===== src/rtl/fb_line_fetch_arbiter.sv =====
`default_nettype none
// +--------------------------------------------------------------------------+
// | fb_line_fetch_arbiter                                                     |
// | Shares the single-port framebuffer between next-line prefetch into a      |
// | ping-pong line buffer and a drawing-engine write port.                    |
// | Rev 1.0                                                                   |
// +--------------------------------------------------------------------------+
module fb_line_fetch_arbiter #(
    parameter int H_ACTIVE = 800,
    parameter int V_ACTIVE = 480,
    parameter int V_TOTAL  = 528,
    parameter int ADDR_W   = 19,
    parameter int DATA_W   = 3,
    parameter int FAIR_N   = 8
) (
    input  logic              CLOCK_PIXEL,
    input  logic              RESET_N,
    input  logic              LINE_START,
    input  logic [9:0]        LINE_NUM,
    input  logic              WR_REQ,
    input  logic [ADDR_W-1:0] WR_ADDR,
    input  logic [DATA_W-1:0] WR_DATA,
    output logic              WR_ACK,
    output logic              MEM_EN,
    output logic              MEM_WE,
    output logic [ADDR_W-1:0] MEM_ADDR,
    output logic [DATA_W-1:0] MEM_WDATA,
    input  logic [DATA_W-1:0] MEM_RDATA,
    output logic              LB_WE,
    output logic [10:0]       LB_ADDR,
    output logic [DATA_W-1:0] LB_DATA,
    output logic              DISP_BANK,
    output logic              FETCH_BUSY,
    output logic              UNDERRUN,
    input  logic              CLR_UNDERRUN
);

    localparam int CNT_W = $clog2(FAIR_N + 1);

    typedef enum logic [0:0] {
        S_IDLE  = 1'b0,
        S_FETCH = 1'b1
    } state_t;

    state_t            state_q, state_d;
    logic [9:0]        x_q, x_d;
    logic [ADDR_W-1:0] base_q, base_d;
    logic [CNT_W-1:0]  rd_cnt_q, rd_cnt_d;
    logic              disp_bank_q, disp_bank_d;
    logic              fill_bank_q, fill_bank_d;
    logic              fetched_q, fetched_d;
    logic              underrun_q, underrun_d;
    logic              busy_q, busy_d;
    logic              mem_en_q, mem_en_d;
    logic              mem_we_q, mem_we_d;
    logic [ADDR_W-1:0] mem_addr_q, mem_addr_d;
    logic [DATA_W-1:0] mem_wdata_q, mem_wdata_d;
    logic              wr_ack_q, wr_ack_d;
    logic [10:0]       lb_pend_q, lb_pend_d;
    logic              lb_we_q, lb_we_d;
    logic [10:0]       lb_addr_q, lb_addr_d;

    logic              grant_wr;
    logic              grant_rd;
    logic              wr_ok;
    logic              in_fetch;
    logic              has_tgt;
    logic [10:0]       next_line;
    logic [9:0]        tgt_line;
    logic [ADDR_W-1:0] tgt_base;

    // Line V_TOTAL-1 is the last blanking line, so it prefetches line 0 of the next frame.
    assign next_line = {1'b0, LINE_NUM} + 11'd1;
    assign has_tgt   = (next_line < 11'(V_ACTIVE)) || (LINE_NUM == 10'(V_TOTAL - 1));
    assign tgt_line  = (LINE_NUM == 10'(V_TOTAL - 1)) ? 10'd0 : next_line[9:0];
    assign tgt_base  = ADDR_W'(tgt_line) * ADDR_W'(H_ACTIVE);
    assign in_fetch  = busy_q || (state_q == S_FETCH);
    assign wr_ok     = WR_REQ && !wr_ack_q;

    always_comb begin
        state_d     = state_q;
        x_d         = x_q;
        base_d      = base_q;
        rd_cnt_d    = rd_cnt_q;
        disp_bank_d = disp_bank_q;
        fill_bank_d = fill_bank_q;
        fetched_d   = fetched_q;
        underrun_d  = underrun_q;
        grant_wr    = 1'b0;
        grant_rd    = 1'b0;

        if (CLR_UNDERRUN) begin
            underrun_d = 1'b0;
        end

        if (LINE_START) begin
            // The line-start slot never reads: any old fetch is dropped, the new one begins next slot.
            grant_wr  = wr_ok;
            if (in_fetch) begin
                underrun_d = 1'b1;
            end
            if (in_fetch || fetched_q) begin
                disp_bank_d = fill_bank_q;
                fill_bank_d = ~fill_bank_q;
            end
            fetched_d = 1'b0;
            x_d       = '0;
            rd_cnt_d  = '0;
            base_d    = tgt_base;
            state_d   = has_tgt ? S_FETCH : S_IDLE;
        end else if (state_q == S_IDLE) begin
            grant_wr = wr_ok;
        end else if (wr_ok && (rd_cnt_q == CNT_W'(FAIR_N))) begin
            grant_wr = 1'b1;
            rd_cnt_d = '0;
        end else begin
            grant_rd = 1'b1;
            x_d      = x_q + 10'd1;
            if (rd_cnt_q != CNT_W'(FAIR_N)) begin
                rd_cnt_d = rd_cnt_q + CNT_W'(1);
            end
            if (x_q == 10'(H_ACTIVE - 1)) begin
                state_d   = S_IDLE;
                fetched_d = 1'b1;
            end
        end

        mem_en_d    = grant_rd || grant_wr;
        mem_we_d    = grant_wr;
        wr_ack_d    = grant_wr;
        mem_wdata_d = grant_wr ? WR_DATA : '0;
        if (grant_wr) begin
            mem_addr_d = WR_ADDR;
        end else if (grant_rd) begin
            mem_addr_d = base_q + ADDR_W'(x_q);
        end else begin
            mem_addr_d = '0;
        end

        // Destination is captured at issue so a bank swap cannot redirect a read already in flight.
        lb_pend_d = grant_rd ? {fill_bank_q, x_q} : lb_pend_q;
        lb_we_d   = mem_en_q && !mem_we_q;
        lb_addr_d = lb_we_d ? lb_pend_q : '0;
        busy_d    = grant_rd || lb_we_d;
    end

    always_ff @(posedge CLOCK_PIXEL or negedge RESET_N) begin
        if (!RESET_N) begin
            state_q     <= S_IDLE;
            x_q         <= '0;
            base_q      <= '0;
            rd_cnt_q    <= '0;
            disp_bank_q <= 1'b0;
            fill_bank_q <= 1'b1;
            fetched_q   <= 1'b0;
            underrun_q  <= 1'b0;
            busy_q      <= 1'b0;
            mem_en_q    <= 1'b0;
            mem_we_q    <= 1'b0;
            mem_addr_q  <= '0;
            mem_wdata_q <= '0;
            wr_ack_q    <= 1'b0;
            lb_pend_q   <= '0;
            lb_we_q     <= 1'b0;
            lb_addr_q   <= '0;
        end else begin
            state_q     <= state_d;
            x_q         <= x_d;
            base_q      <= base_d;
            rd_cnt_q    <= rd_cnt_d;
            disp_bank_q <= disp_bank_d;
            fill_bank_q <= fill_bank_d;
            fetched_q   <= fetched_d;
            underrun_q  <= underrun_d;
            busy_q      <= busy_d;
            mem_en_q    <= mem_en_d;
            mem_we_q    <= mem_we_d;
            mem_addr_q  <= mem_addr_d;
            mem_wdata_q <= mem_wdata_d;
            wr_ack_q    <= wr_ack_d;
            lb_pend_q   <= lb_pend_d;
            lb_we_q     <= lb_we_d;
            lb_addr_q   <= lb_addr_d;
        end
    end

    assign WR_ACK     = wr_ack_q;
    assign MEM_EN     = mem_en_q;
    assign MEM_WE     = mem_we_q;
    assign MEM_ADDR   = mem_addr_q;
    assign MEM_WDATA  = mem_wdata_q;
    assign LB_WE      = lb_we_q;
    assign LB_ADDR    = lb_addr_q;
    // RAM data only exists in the return cycle, so it passes straight through under the strobe.
    assign LB_DATA    = lb_we_q ? MEM_RDATA : '0;
    assign DISP_BANK  = disp_bank_q;
    assign FETCH_BUSY = busy_q;
    assign UNDERRUN   = underrun_q;

endmodule
`default_nettype wire


===== config.mk =====
export PLATFORM = sky130hd
export DESIGN_NAME = fb_line_fetch_arbiter
export DESIGN_NICKNAME = d
export VERILOG_FILES = /design/src/rtl/fb_line_fetch_arbiter.sv
export SDC_FILE = /design/constraint.sdc
export NUM_CORES = 1
export LEC_CHECK = 0
export ABC_CLOCK_PERIOD_IN_PS = 3000
export BUFFER_PORTS_ARGS = -buffer_cell sky130_fd_sc_hd__clkbuf_2
export CORE_MARGIN = 8
export CORE_UTILIZATION = 40
export DETAILED_ROUTE_END_ITERATION = 8
export GPL_TIMING_DRIVEN = 0
export REMOVE_ABC_BUFFERS = 1
export SLEW_MARGIN = 20
export SYNTH_ARGS = -nofsm -noshare
export SYNTH_HDL_FRONTEND = slang
export SYNTH_SLANG_ARGS = --single-unit

===== constraint.sdc =====
create_clock -name CLOCK_PIXEL -period 3 [get_ports CLOCK_PIXEL]
set_clock_uncertainty 0.2 [all_clocks]
set_input_delay 0.3 -clock CLOCK_PIXEL [delete_from_list [all_inputs] [get_ports CLOCK_PIXEL]]
set_output_delay 0.3 -clock CLOCK_PIXEL [all_outputs]
set_load 0.03 [all_outputs]

# Word level (Yosys, flattened, before mapping)
# Cells that the tools add are included.
# W data, S select, Z words.
dict set report word_totals {
  latch_bits 0
  rom_bits 0
  ramBits 0
  ff_bits 81
  n_memories 0
  output_inout_bits 43
  wordCells 75
  input_bits 40
}
dict set report classes {
  n_lt_le_gt_ge 1
  shifts 0
  eq_ne 5
  mul 1
  mux 31
  reduce_logical 16
  bitwise_logic 1
  add_sub_neg 4
  div_mod_pow 0
}
# operator count
set ops {}
lappend ops {{$mux W10} 4}
lappend ops {{$mux W19} 2}
lappend ops {{$eq A10 B10 Y1 const B} 2}
lappend ops {{$add A19 B10 Y19} 1}
lappend ops {{$mux W1} 18}
lappend ops {{$mux W4} 4}
lappend ops {{$mul A10 B5 Y14 const B} 1}
lappend ops {{$add A10 B1 Y11 const B} 1}
lappend ops {{$lt A11 B9 Y1 const B} 1}
lappend ops {{$mux W11} 1}
lappend ops {{$add A10 B1 Y10 const B} 1}
lappend ops {{$mux W3} 2}
lappend ops {{$reduce_and A2 Y1} 3}
lappend ops {{$logic_or A1 B1 Y1} 5}
lappend ops {{$add A4 B1 Y4 const B} 1}
lappend ops {{$eq A4 B4 Y1 const B} 1}
lappend ops {{$ne A4 B4 Y1 const B} 1}
lappend ops {{$reduce_bool A2 Y1} 2}
lappend ops {{$logic_and A1 B1 Y1} 3}
lappend ops {{$reduce_and A3 Y1} 1}
lappend ops {{$reduce_bool A3 Y1} 1}
lappend ops {{$ne A2 B2 Y1 const B} 1}
lappend ops {{$logic_not A1 Y1} 1}
lappend ops {{$not A1 Y1} 1}

# Logic depth before layout (Yosys ltp)
dict set report depth {
  ltp_word 8
  ltp_mapped 15
  mapped_depth_nobuf 15
}

# Least setup slack after synthesis
# No wires, ideal clock.
dict set report synth_timing {
  kind {input to register}
  start {input LINE_NUM[4]}
  end {register base_q[17]}
  required_time_ns 2.675
  arrival_time_ns 3.576
  setup_ns 0.125
  setup_slack_ns -0.901
  stages 14
  path_cell_list {or4_4 > nor4b_4 > nor2_1 > ha_1 > ha_1 > inv_1 > fa_1 > inv_1 > ha_1 > a21oi_1 > o211ai_1 > a31oi_1 > xnor2_1 > mux2_2}
}
dict set report synth_between {
  elab_chain_cells 3
  elab_cells_between_ends 4
  classes_between {1 x add/sub; 1 x mul; 1 x eq/ne; 1 x mux}
}
# item line_no
set synth_lines {}
lappend synth_lines {{start: declaration} 19} ;# input logic [9:0] LINE_NUM,
lappend synth_lines {{$add A10 B1 Y11 / $eq A10 B10 Y1 (equally long branches)} {73, 75}}
lappend synth_lines {{$mux W10 (*)} 75} ;# assign tgt_line = (LINE_NUM == 10'(V_TOTAL - 1)) ? 10'd0 : next_line[9:0];
lappend synth_lines {{$mul A10 B5 Y14 (*)} 76} ;# assign tgt_base = ADDR_W'(tgt_line) * ADDR_W'(H_ACTIVE);
lappend synth_lines {{end signal: assignment} 169} ;# base_q <= base_d;
lappend synth_lines {{end: declaration} 47} ;# logic [ADDR_W-1:0] base_q, base_d;
# Every way passes the cells marked *; elsewhere a longest branch is shown, timed or not.
# A chain may end at the register's enable or synchronous reset.

# Final worst setup path
dict set report layout_timing {
  start {input LINE_NUM[5]}
  end {register base_q[14]}
}
# The elaborated chain is that of the path after synthesis.

==> reports/qor.txt <==
Status - complete, but fails checks
Filler instances - 1000
Max stage delay cell, worst path - or4_4
First-pass GRT wire length - 17100 um
Flop pwr share - 37.0%
Syn_area_per_cell - 10.6 sq um
Register area share after synthesis - 44.2%
Setup violations, final - 8
Flop-to-flop setup slack - 530 ps
Worst hold path type - in -> reg
Ys flop type - dfrtp_1
Top cell type's share of synthesized area - 43.6%
Area grow syn2layout - 31.6%
Beginning of the worst register-to-register path - rd_cnt_q[0]
Most frequent cells in the layout - 80 x dfrtp_1, 77 x clkbuf_2, 31 x inv_1
RD Place Congestion - 0.811
DR iter-0 viols - 262
GR Overflow Total - 0
Clock Power Share - 29.5%
Reg area - 2030 sq um
Combinational group share of total power - 33.5%
Area leader, netlist - dfrtp_1
Post-Syn Instances - 435
Initial Util - 40.6%
Post-Route WL - 10200 um
Number of port buffers - 82
Psw - 1.22 mW
Fin. Hold Viols - 0
Pwr dens - 618 nW/um^2
Antenna diodes - 0
Worst slew pin tran - 825 ps
Worst hold margin - 7.93 ps
Antenna-violating nets left - 0
Top fanout value on the critical path - 3
Inserted Clock Buffers - 9
Die width - 123 um
Die ar. - 15200 sq um
Tcrit/Tclk final - 121%
# rows - 39
Overall Global Routing Usage - 13.9%
Startpoint Class - primary input
Clk_lat worst skew - 330 ps
Hold depth - 2
Drt wl/cell - 14.6 um
Count of final max-slew check failures - 0
Commonest non-fill, non-tap cell in the layout - dfrtp_1
Vias/cell - 5.05
Reg2Reg Capture Point - MEM_ADDR[16]
CTS clock-pin slew for the worst setup and hold paths - 60 ps
Io pins - 83
Synth unique cells - 51
Fmax - 275 MHz
Post-route setup TNS - -3760 ps
Final min period - 3640 ps
Int Pwr - 2.52 mW
CP required - 3010 ps
DRC viols - 0
Failing checks - setup timing
Max VDD drop - 326 uV
RSZ-0062 raised after global routing - true
Switching portion of total power - 32.6%
Sink Count - 81
Layout cells sized above 1 - 30.2%
CTS tree - yes
Rel. slew slack - 45.0%
Post-synth EDFFs - 0
CP bufs+invs - 4
Via count - 3533
Cells on worst reg2reg path - 8
Clk root buf - clkbuf_16
Top cell by count, worst path - ha_1
DP Wirelength - 7390 um
Async S/R FF share, synth - 100%
HP Start - WR_ADDR[8]
Cell family with most CP delay - adder cells
Synth area leaders - dfrtp_1 44%, ha_1 9.8%, xnor2_1 5.3%
Synth Register Bits - 81
Yosys warns - 0
Max incr delay on CP - 520 ps
CP Class - in -> reg
Largest net degree at the start of global routing - 43
Crit path DAT - 3650 ps
Initial antenna violation count - 0
Total Power - 3.74 mW
CTS Buffer Depth - 2
CTS H-tree depth - 3
Pre-CTS setup slack - -1540 ps
Cell leakage power - 2.91 nW
Multi-input logic area - 2590 sq um
Crit-path cells - clkbuf_16, or4_4, nor4b_4, nor2_1, ha_1, ha_1, inv_1, fa_1, inv_2, ha_4, o21ai_4, buf_4, o21bai_1, a21oi_1, xnor2_1, mux2_2
Hold Path Sink - MEM_ADDR[8]
Initial DRT Pass Iterations - 4
Chip height - 123 um
MaxCap Viol Count - 0
Mapped cell area - 4590 sq um
Setup crit end kind - flop
Post-route setup slack - -640 ps
Core area - 11300 sq um
Number of global-route vias before repair - 3581
Layout Nets - 634
-- state kept, by name, summed over array words and instances, names as in the netlist --
signal and flops:
LB_WE 1, FETCH_BUSY 1, MEM_WDATA 3, DISP_BANK 1
LB_ADDR 11, MEM_ADDR 19, rd_cnt_q 4, x_q 10
MEM_EN 1, lb_pend_q 11, fetched_q 1, UNDERRUN 1
state_q 1, base_q 14, WR_ACK 1, fill_bank_q 1
-- layer usage --
metal	GRT usage, %	vias up	wire length [um]
met1	17.2	1689	4460
met3	3.06	8	577
met2	23.4	75	5020
li1	-	1761	-
met4	5.49	0	146
met5	0	-	0
-- worst max-delay path by stage --
| stage | startpoint | end | slack [ps] | cells after the start |
|---|---|---|---|---|
| after floorplan | LINE_NUM[4] | base_q[17] | -900 | 14 |
| after global placement | LINE_NUM[0] | base_q[18] | -1480 | 16 |
| after detailed placement | LINE_NUM[0] | base_q[18] | -1540 | 16 |
| after CTS | LINE_NUM[7] | base_q[18] | -620 | 15 |
| after global routing | LINE_NUM[5] | base_q[16] | -800 | 15 |
| final | LINE_NUM[5] | base_q[14] | -640 | 16 |
-- logic make-up (layout without fill, tap and decap cells) --
group / count (synthesis) / count (layout) / share of synthesized area (%)
simple gates: 122 / 122 / 14.3
flops: 81 / 81 / 44.2
compound gates: 79 / 79 / 11.7
buf+inv: 47 / 169 / 4.00
fa+ha+maj: 42 / 42 / 12.4
xor+xnor: 41 / 41 / 7.82
mux: 23 / 23 / 5.58
-- layout make-up --
cell class	count	area share (%)
clock buffers	11	4.02
clock inverters	5	1.03
inverters	34	2.11
multi-input cells	307	42.8
flip-flops and latches	81	33.6
well taps	143	2.96
repair buffers	119	13.5
-- per-stage QoR --
| stage | utilization [%] | cells | instance area [sq um] |
|---|---|---|---|
| floorplan | - | 422 | 4540 |
| global placement | 45.3 | 647 | 5130 |
| detailed placement | 45.9 | 649 | 5200 |
| CTS | 52.7 | 699 | 5970 |
| global route | 53.4 | 700 | 6040 |
| finish | 53.4 | 700 | 6040 |
-- what timing repair did --
action                                  in CTS  in global routing
hold buffers                                21                  0
pin swaps                                   23                 16
buffers inserted                            13                  1
resized for setup                           27                 16
endpoints found under the hold margin       58                  0
endpoints found under the setup margin       8                  9
-- power by group through the flow --
stage	sequential [mW]	clock [mW]	combinational, mW
final	1.38	1.10	1.25
after detailed placement	1.40	0	0.998
after floorplan	1.49	0	0.619
after CTS	1.38	1.13	1.19
after global placement	1.39	0	0.981
after global routing	1.40	1.17	1.37
-- worst reg2reg max path: cells and delay by family (launching register included) --
family | cells | cell delay, ps
buffers and inverters | 2 | 290
AO/OA/AOI/OAI | 1 | 230
flip-flops | 1 | 380
AND/OR/NAND/NOR | 4 | 1100
adder cells (fa/ha/maj) | 1 | 200
-- Yosys cell counts (2+ instances only) --
master / count
xor2_1: 13
nand3_1: 16
nor2_1: 28
fa_1: 6
a31oi_1: 3
xnor2_1: 28
buf_2: 3
mux2_2: 21
buf_1: 2
and2_1: 18
o21bai_1: 4
o21ai_1: 2
nor2b_1: 5
nand4_1: 4
nor4_1: 4
and4_1: 2
dfrtp_1: 80
nor3_1: 5
mux2i_1: 2
ha_1: 36
or4_1: 3
o2111ai_1: 3
nand2_1: 21
o2bb2ai_1: 2
a21o_1: 4
a22o_1: 17
or2_1: 2
or3_1: 2
clkbuf_1: 7
o211ai_1: 5
a211oi_1: 4
and3_1: 2
a21oi_1: 17
inv_1: 34
o21ai_0: 14
Power figures use the tool's default switching activity.
